## src/rtl/lsu_dmem_port.sv

```systemverilog
// rtl/lsu_dmem_port.sv - load/store unit driving the banked data memory port
//
// Purpose:
//   Accepts one load/store request at a time from the execute stage and runs
//   it against the data memory. It drives the word address, byte-lane write
//   enables and lane-replicated write data. For loads it extracts and
//   sign/zero-extends the addressed lane. Misaligned, out-of-range and
//   illegal-funct3 requests are rejected without a memory cycle.
//
// Ports:
//   clk, reset            clock, synchronous active-high reset
//   req_valid/req_ready   request handshake
//   req_store             1 = store, 0 = load
//   req_funct3            RV32I funct3 (LB/LH/LW/LBU/LHU, SB/SH/SW)
//   req_addr, req_wdata   byte address, store data
//   resp_valid/resp_ready response handshake
//   resp_rdata, resp_err  extended load data (0 for stores/errors), reject flag
//   daddr, dwdata, dwe    memory word address, write data, byte enables
//   drdata                memory read data, combinational from daddr

module lsu_dmem_port #(
    parameter logic [31:0] ADDR_LIMIT = 32'd16384
) (
    input  logic        clk,
    input  logic        reset,
    input  logic        req_valid,
    output logic        req_ready,
    input  logic        req_store,
    input  logic [2:0]  req_funct3,
    input  logic [31:0] req_addr,
    input  logic [31:0] req_wdata,
    output logic        resp_valid,
    input  logic        resp_ready,
    output logic [31:0] resp_rdata,
    output logic        resp_err,
    output logic [31:0] daddr,
    output logic [31:0] dwdata,
    output logic [3:0]  dwe,
    input  logic [31:0] drdata
);

    typedef enum logic [1:0] {
        S_IDLE   = 2'd0,
        S_ACCESS = 2'd1,
        S_RESP   = 2'd2
    } state_t;

    state_t      state_q;
    logic        req_ready_q;
    logic        resp_valid_q;
    logic [31:0] resp_rdata_q;
    logic        resp_err_q;
    logic [31:0] daddr_q;
    logic [31:0] dwdata_q;
    logic [3:0]  dwe_q;

    // Only the fields the ACCESS cycle still needs are kept; address and
    // write data are already folded into daddr_q/dwdata_q at acceptance.
    logic        store_q;
    logic [2:0]  funct3_q;
    logic [1:0]  addr_lo_q;

    // ------------------------------------------------------------------
    // Request classification, from the live request inputs
    // ------------------------------------------------------------------
    logic        req_err_d;
    logic        f3_bad;
    logic        misaligned;
    logic        out_of_range;

    always_comb begin
        f3_bad       = 1'b0;
        misaligned   = 1'b0;
        out_of_range = (req_addr >= ADDR_LIMIT);
        if (req_store) begin
            f3_bad = req_funct3[2] || (req_funct3[1:0] == 2'b11);
        end else begin
            f3_bad = (req_funct3 == 3'b011) || (req_funct3 == 3'b110) ||
                     (req_funct3 == 3'b111);
        end
        // funct3[1:0] encodes size for both loads and stores
        case (req_funct3[1:0])
            2'b01:   misaligned = req_addr[0];
            2'b10:   misaligned = (req_addr[1:0] != 2'b00);
            default: misaligned = 1'b0;
        endcase
        req_err_d = f3_bad || misaligned || out_of_range;
    end

    // ------------------------------------------------------------------
    // Store lane enables and replicated data
    // ------------------------------------------------------------------
    logic [3:0]  st_dwe_d;
    logic [31:0] st_dwdata_d;

    always_comb begin
        st_dwe_d    = 4'b0000;
        st_dwdata_d = req_wdata;
        case (req_funct3[1:0])
            2'b00: begin
                st_dwe_d    = 4'b0001 << req_addr[1:0];
                st_dwdata_d = {4{req_wdata[7:0]}};
            end
            2'b01: begin
                st_dwe_d    = 4'b0011 << {req_addr[1], 1'b0};
                st_dwdata_d = {2{req_wdata[15:0]}};
            end
            default: begin
                st_dwe_d    = 4'b1111;
                st_dwdata_d = req_wdata;
            end
        endcase
    end

    // ------------------------------------------------------------------
    // Load lane extraction and extension, from the latched request
    // ------------------------------------------------------------------
    logic [7:0]  ld_byte;
    logic [15:0] ld_half;
    logic [31:0] ld_data_d;

    always_comb begin
        ld_byte   = drdata[8*addr_lo_q +: 8];
        ld_half   = drdata[16*addr_lo_q[1] +: 16];
        ld_data_d = drdata;
        case (funct3_q)
            3'b000:  ld_data_d = {{24{ld_byte[7]}}, ld_byte};
            3'b001:  ld_data_d = {{16{ld_half[15]}}, ld_half};
            3'b100:  ld_data_d = {24'h0, ld_byte};
            3'b101:  ld_data_d = {16'h0, ld_half};
            default: ld_data_d = drdata;
        endcase
    end

    // ------------------------------------------------------------------
    // FSM with registered outputs
    // ------------------------------------------------------------------
    always_ff @(posedge clk) begin
        if (reset) begin
            state_q      <= S_IDLE;
            req_ready_q  <= 1'b1;
            resp_valid_q <= 1'b0;
            resp_rdata_q <= 32'h0;
            resp_err_q   <= 1'b0;
            daddr_q      <= 32'h0;
            dwdata_q     <= 32'h0;
            dwe_q        <= 4'b0000;
            store_q      <= 1'b0;
            funct3_q     <= 3'b000;
            addr_lo_q    <= 2'b00;
        end else begin
            case (state_q)
                S_IDLE: begin
                    if (req_valid && req_ready_q) begin
                        store_q     <= req_store;
                        funct3_q    <= req_funct3;
                        addr_lo_q   <= req_addr[1:0];
                        req_ready_q <= 1'b0;
                        if (req_err_d) begin
                            // Rejected: straight to RESP, daddr/dwdata untouched
                            resp_valid_q <= 1'b1;
                            resp_err_q   <= 1'b1;
                            resp_rdata_q <= 32'h0;
                            state_q      <= S_RESP;
                        end else begin
                            daddr_q <= {req_addr[31:2], 2'b00};
                            if (req_store) begin
                                dwdata_q <= st_dwdata_d;
                                dwe_q    <= st_dwe_d;
                            end
                            state_q <= S_ACCESS;
                        end
                    end
                end
                S_ACCESS: begin
                    dwe_q        <= 4'b0000;
                    resp_valid_q <= 1'b1;
                    resp_err_q   <= 1'b0;
                    resp_rdata_q <= store_q ? 32'h0 : ld_data_d;
                    state_q      <= S_RESP;
                end
                S_RESP: begin
                    if (resp_ready) begin
                        resp_valid_q <= 1'b0;
                        req_ready_q  <= 1'b1;
                        state_q      <= S_IDLE;
                    end
                end
                default: begin
                    state_q      <= S_IDLE;
                    req_ready_q  <= 1'b1;
                    resp_valid_q <= 1'b0;
                    dwe_q        <= 4'b0000;
                end
            endcase
        end
    end

    assign req_ready  = req_ready_q;
    assign resp_valid = resp_valid_q;
    assign resp_rdata = resp_rdata_q;
    assign resp_err   = resp_err_q;
    assign daddr      = daddr_q;
    assign dwdata     = dwdata_q;
    // Reset gates the enables combinationally so a store caught by reset
    // in its ACCESS cycle never reaches memory.
    assign dwe        = reset ? 4'b0000 : dwe_q;

endmodule

```

## config.mk

```make
export PLATFORM = sky130hd
export DESIGN_NAME = lsu_dmem_port
export DESIGN_NICKNAME = d
export VERILOG_FILES = /design/src/rtl/lsu_dmem_port.sv
export SDC_FILE = /design/constraint.sdc
export NUM_CORES = 1
export LEC_CHECK = 0
export BUFFER_PORTS_ARGS = -buffer_cell sky130_fd_sc_hd__buf_2
export CAP_MARGIN = 20
export CORE_MARGIN = 2
export CORE_UTILIZATION = 52
export CTS_CLUSTER_SIZE = 40
export DETAILED_ROUTE_END_ITERATION = 10
export GPL_TIMING_DRIVEN = 0
export HOLD_SLACK_MARGIN = 0.15
export PLACE_DENSITY = 0.9
export SLEW_MARGIN = 20
export SYNTH_ARGS = -nofsm -noshare
export SYNTH_HDL_FRONTEND = slang
export SYNTH_SLANG_ARGS = --single-unit
```

## constraint.sdc

```tcl
create_clock -name clk -period 4.7 [get_ports clk]
set_input_delay 0 -clock clk [delete_from_list [all_inputs] [get_ports clk]]
set_output_delay 0 -clock clk [all_outputs]
set_load 0.02 [all_outputs]
```

==> flow_summary.html <==
<table>
<tr><th>Metric</th><th>Value</th></tr>
<tr><th colspan="2">Min path</th></tr>
<tr><td>Start point of the worst min-delay path</td><td>req_addr[26]</td></tr>
<tr><td>Classification of the worst-slack hold path</td><td>in2reg</td></tr>
<tr><th colspan="2">Setup path</th></tr>
<tr><td>Cell Chain, Critical Path</td><td>dlygate4sd3_1 -&gt; buf_2 -&gt; inv_1 -&gt; ha_1 -&gt; nand3_1 -&gt; and4_1 -&gt; a21oi_1 -&gt; clkbuf_1 -&gt; o22ai_1 -&gt; dlygate4sd3_1</td></tr>
<tr><td>Worst flop-to-flop path startpoint</td><td>state_q[0]</td></tr>
<tr><td>Slowest cell delay on critical path</td><td>0.61 ns</td></tr>
<tr><td>Element type at the critical path end</td><td>flop</td></tr>
<tr><td>Register-to-register setup slack</td><td>2.18 ns</td></tr>
<tr><td>CP max FO</td><td>10</td></tr>
<tr><td>Data required time of the critical path</td><td>4.96 ns</td></tr>
<tr><td>Worst EP arrival</td><td>3.09 ns</td></tr>
<tr><td>Crit path kind</td><td>in2reg</td></tr>
<tr><td>Origin of the worst setup path</td><td>req_funct3[1]</td></tr>
<tr><td>Critical path startpoint category</td><td>input pin</td></tr>
<tr><td>Cell with the biggest individual delay on the critical path</td><td>sky130_fd_sc_hd__dlygate4sd3_1</td></tr>
<tr><td>Most Frequent Cell on Critical Path</td><td>sky130_fd_sc_hd__dlygate4sd3_1</td></tr>
<tr><th colspan="2">Synthesis</th></tr>
<tr><td>Post-synth top flop</td><td>sky130_fd_sc_hd__dfxtp_1</td></tr>
<tr><td>Post-synth design cell area</td><td>5092 sq um</td></tr>
<tr><td>Seq/Total Area, Yosys</td><td>42.85%</td></tr>
<tr><td>Netlist cell types</td><td>48</td></tr>
<tr><td>Gate Count Post-Synth</td><td>566</td></tr>
<tr><td>Warnings from Yosys</td><td>0</td></tr>
<tr><td>Syn_area_per_cell</td><td>8.997 sq um</td></tr>
<tr><td>Number of synthesized flops with an enable pin</td><td>0</td></tr>
<tr><td>Flops &amp; latches, synth</td><td>109</td></tr>
<tr><td>Async set-or-reset flop fraction in the synthesized netlist</td><td>0%</td></tr>
<tr><th colspan="2">Global routing</th></tr>
<tr><td>Vias in the first global route</td><td>6261</td></tr>
<tr><td>Number of antenna violations at the first check in global routing</td><td>3</td></tr>
<tr><td>Global Route Usage Sum</td><td>40.86%</td></tr>
<tr><td>Largest net degree at the start of global routing</td><td>16</td></tr>
<tr><td>Total congestion overflow after global routing</td><td>0</td></tr>
<tr><td>Global-route wire length before repair</td><td>33040 um</td></tr>
<tr><th colspan="2">Cells and area</th></tr>
<tr><td>Fraction of final layout cells sized beyond drive strength 1</td><td>28.00%</td></tr>
<tr><td>Growth of design area from synthesis to finish</td><td>45.92%</td></tr>
<tr><td>Fin nets</td><td>985</td></tr>
<tr><td>Leading cell type in the layout, fill and taps excluded</td><td>sky130_fd_sc_hd__buf_2</td></tr>
<tr><td>Non-filler cells, final</td><td>1017</td></tr>
<tr><td>Commonest cells after routing, fill and taps aside</td><td>213 x sky130_fd_sc_hd__buf_2, 109 x sky130_fd_sc_hd__dfxtp_1, 96 x sky130_fd_sc_hd__dlygate4sd3_1, 55 x sky130_fd_sc_hd__nand2_1</td></tr>
<tr><th colspan="2">Timing</th></tr>
<tr><td>Min Clock Period, post-route</td><td>2.825 ns</td></tr>
<tr><td>Aggregate negative setup slack</td><td>0 ns</td></tr>
<tr><td>Headroom to the max-slew limit</td><td>48.27%</td></tr>
<tr><td>Top achievable clock speed</td><td>353.9 MHz</td></tr>
<tr><td>Count of pins over their slew limit</td><td>0</td></tr>
<tr><td>Number of setup violations in the final report</td><td>0</td></tr>
<tr><td>Clock skew after layout</td><td>0.01729 ns</td></tr>
<tr><td>Hold violation total from the final report</td><td>0</td></tr>
<tr><td>Setup repair after global routing missed its margin</td><td>no</td></tr>
<tr><td>Least-Margin Pin Slew</td><td>0.7760 ns</td></tr>
<tr><td>Fin crit share</td><td>60.12%</td></tr>
<tr><th colspan="2">Clock tree</th></tr>
<tr><td>Clock buffers created by TritonCTS</td><td>9</td></tr>
<tr><td>Clock root cell</td><td>sky130_fd_sc_hd__clkbuf_8</td></tr>
<tr><td>Maximum root-to-sink buffer count</td><td>2</td></tr>
<tr><td>Post-CTS setup repair buffer count</td><td>0</td></tr>
<tr><td>Skew-Pair Late Insertion Delay</td><td>0.37 ns</td></tr>
<tr><td>Clock sink count</td><td>109</td></tr>
<tr><td>TritonCTS clock tree</td><td>built</td></tr>
<tr><td>Post-CTS clock slew at the launch and capture registers of the worst setup and hold paths</td><td>0.10 ns</td></tr>
<tr><td>Total number of H-tree levels</td><td>3</td></tr>
<tr><th colspan="2">Placed design</th></tr>
<tr><td>Final weighted congestion in routability-driven placement</td><td>0.9042</td></tr>
<tr><td>HPWL after detailed placement</td><td>12370 um</td></tr>
<tr><td>Port Buffer Count</td><td>203</td></tr>
<tr><td>Instance count after placement with tap cells included</td><td>903</td></tr>
<tr><th colspan="2">Floorplanning</th></tr>
<tr><td>Vertical die dimension</td><td>103.0 um</td></tr>
<tr><td>Die Area</td><td>10600 sq um</td></tr>
<tr><td>Floorplan Core Area</td><td>9639 sq um</td></tr>
<tr><td>Effective utilization at floorplan</td><td>52.83%</td></tr>
<tr><td>Count of boundary I/O pins</td><td>207</td></tr>
<tr><td>Number of cell rows</td><td>36</td></tr>
<tr><td>Width of the chip</td><td>103.0 um</td></tr>
<tr><th colspan="2">Route</th></tr>
<tr><td>Count of nets left with antenna violations after detail routing</td><td>0</td></tr>
<tr><td>Mean number of vias per cell</td><td>6.392</td></tr>
<tr><td>Met3 wire length</td><td>2643 um</td></tr>
<tr><td>Detailed-routed wire length on met2</td><td>10060 um</td></tr>
<tr><td>Metal1 wirelength</td><td>7251 um</td></tr>
<tr><td>Drt first-iter violations</td><td>702</td></tr>
<tr><td>Drt wl/cell</td><td>21.47 um</td></tr>
<tr><td>Top layer reached by signal wires</td><td>met5</td></tr>
<tr><td>Aggregate routed wire length</td><td>21830 um</td></tr>
<tr><td>DRC</td><td>0</td></tr>
<tr><td>Initial DRT Pass Iterations</td><td>8</td></tr>
<tr><td>Vias after detailed routing</td><td>6501</td></tr>
<tr><th colspan="2">Pwr</th></tr>
<tr><td>Comb power frac</td><td>18.2%</td></tr>
<tr><td>Int Power</td><td>1.336 mW</td></tr>
<tr><td>Switching share of total power</td><td>27.42%</td></tr>
<tr><td>Pwr per Cell Area</td><td>247.7 nW/um^2</td></tr>
<tr><td>Worst VDD drop</td><td>145.8 uV</td></tr>
<tr><td>Sequential fraction of design power</td><td>51.0%</td></tr>
<tr><td>Static leakage power</td><td>3.217 nW</td></tr>
<tr><td>Part of the power in the clock network</td><td>30.9%</td></tr>
<tr><td>Net switching power of the design</td><td>504.8 uW</td></tr>
<tr><th colspan="2">Flow run</th></tr>
<tr><td>Max-cap violation count</td><td>0</td></tr>
<tr><th colspan="2">Status</th></tr>
<tr><td>Status</td><td>finished clean</td></tr>
</table>
-- synthesized netlist by cell type (9+ instances only) --
cell type | number | area (sq um)
sky130_fd_sc_hd__nand2_1 | 55 | 206.5
sky130_fd_sc_hd__o31ai_1 | 12 | 90.09
sky130_fd_sc_hd__clkbuf_1 | 33 | 123.9
sky130_fd_sc_hd__nand2b_1 | 23 | 143.9
sky130_fd_sc_hd__a311oi_1 | 24 | 210.2
sky130_fd_sc_hd__nor2_1 | 26 | 97.59
sky130_fd_sc_hd__dfxtp_1 | 109 | 2182
sky130_fd_sc_hd__o21ai_0 | 21 | 105.1
sky130_fd_sc_hd__buf_2 | 10 | 50.05
sky130_fd_sc_hd__o22ai_1 | 31 | 193.9
sky130_fd_sc_hd__a41oi_1 | 24 | 210.2
sky130_fd_sc_hd__nand4_1 | 12 | 75.07
sky130_fd_sc_hd__nor2b_1 | 13 | 81.33
sky130_fd_sc_hd__mux2i_1 | 29 | 290.3
sky130_fd_sc_hd__and2_1 | 18 | 112.6
sky130_fd_sc_hd__a21oi_1 | 38 | 190.2
sky130_fd_sc_hd__nor3_1 | 9 | 45.04
-- worst max-delay path: cells and delay by family --
| family | cells | cell delay (ns) |
|---|---|---|
| AO/OA/AOI/OAI | 2 | 0.61 |
| AND/OR/NAND/NOR | 2 | 0.34 |
| adder cells (fa/ha/maj) | 1 | 0.30 |
| buffers and inverters | 5 | 1.84 |
-- cell type report --
type,instances,area (sq um)
antenna,2,5.005
buffer,56,271.5
clock buffer,15,156.4
clock inverter,1,30.03
fill,610,2208
inverter,5,18.77
multi-input combinational,397,2624
sequential,109,2182
tap,133,166.4
timing repair buffer,299,1977
-- cells by family (layout without fill, tap and decap cells) --
kind of cell    Yosys count  count (layout)  synth area share (%)
simple gates            184             184                 20.17
flops                   109             109                 42.85
other cells               1               4               0.07364
buf+inv                  61             376                 5.700
mux                      31              31                 6.364
fa+ha+maj                 4               4                0.9828
compound gates          176             176                 23.86
-- stage by stage --
step | setup WS [ns] | power [mW] | utilization [%] | hold WS (ns) | instance area (sq um)
finish | 1.875 | 1.841 | 77.09 | 0.2749 | 7431
global route | 1.750 | 1.897 | 77.04 | 0.3007 | 7426
detailed placement | 2.727 | 1.203 | 65.14 | 0.2645 | 6279
CTS | 2.001 | 1.801 | 77.04 | 0.2523 | 7426
global placement | 2.777 | 1.198 | 65.14 | 0.2574 | 6279
floorplan | 3.013 | 1.101 | - | 0.1360 | 5096
-- registers in the layout (all words and copies together), names as in the netlist, 2 cells and up --
name	flops
dwdata	32
resp_rdata	32
daddr	30
dwe_q	4
funct3_q	3
addr_lo_q	2
state_q	2
-- final timing paths --
check	endpoint	cells after the start
setup reg to reg	resp_rdata[3]	6
hold / removal	daddr[3]	5
setup / recovery	resp_rdata[0]	10
hold reg to reg	daddr[23]	1
-- power groups by stage --
stage / clock network [mW] / registers [mW] / logic (mW)
after floorplan: 0 / 0.961 / 0.140
after global placement: 0 / 0.959 / 0.239
after detailed placement: 0 / 0.960 / 0.243
after CTS: 0.561 / 0.938 / 0.301
after global routing: 0.607 / 0.939 / 0.351
final: 0.568 / 0.938 / 0.334
-- what timing repair did --
item	CTS	global route
gates resized for setup	0	0
endpoints found under the hold margin	90	0
hold buffers	96	0
-- metal layers --
| layer | global-route usage (%) | vias to the layer above |
|---|---|---|
| met5 | 0 | - |
| met1 | 46.11 | 2907 |
| met2 | 67.13 | 650 |
| met3 | 12.81 | 213 |
| met4 | 25.51 | 2 |
| li1 | - | 2729 |
No activity file was read; power rests on OpenSTA's default activity.
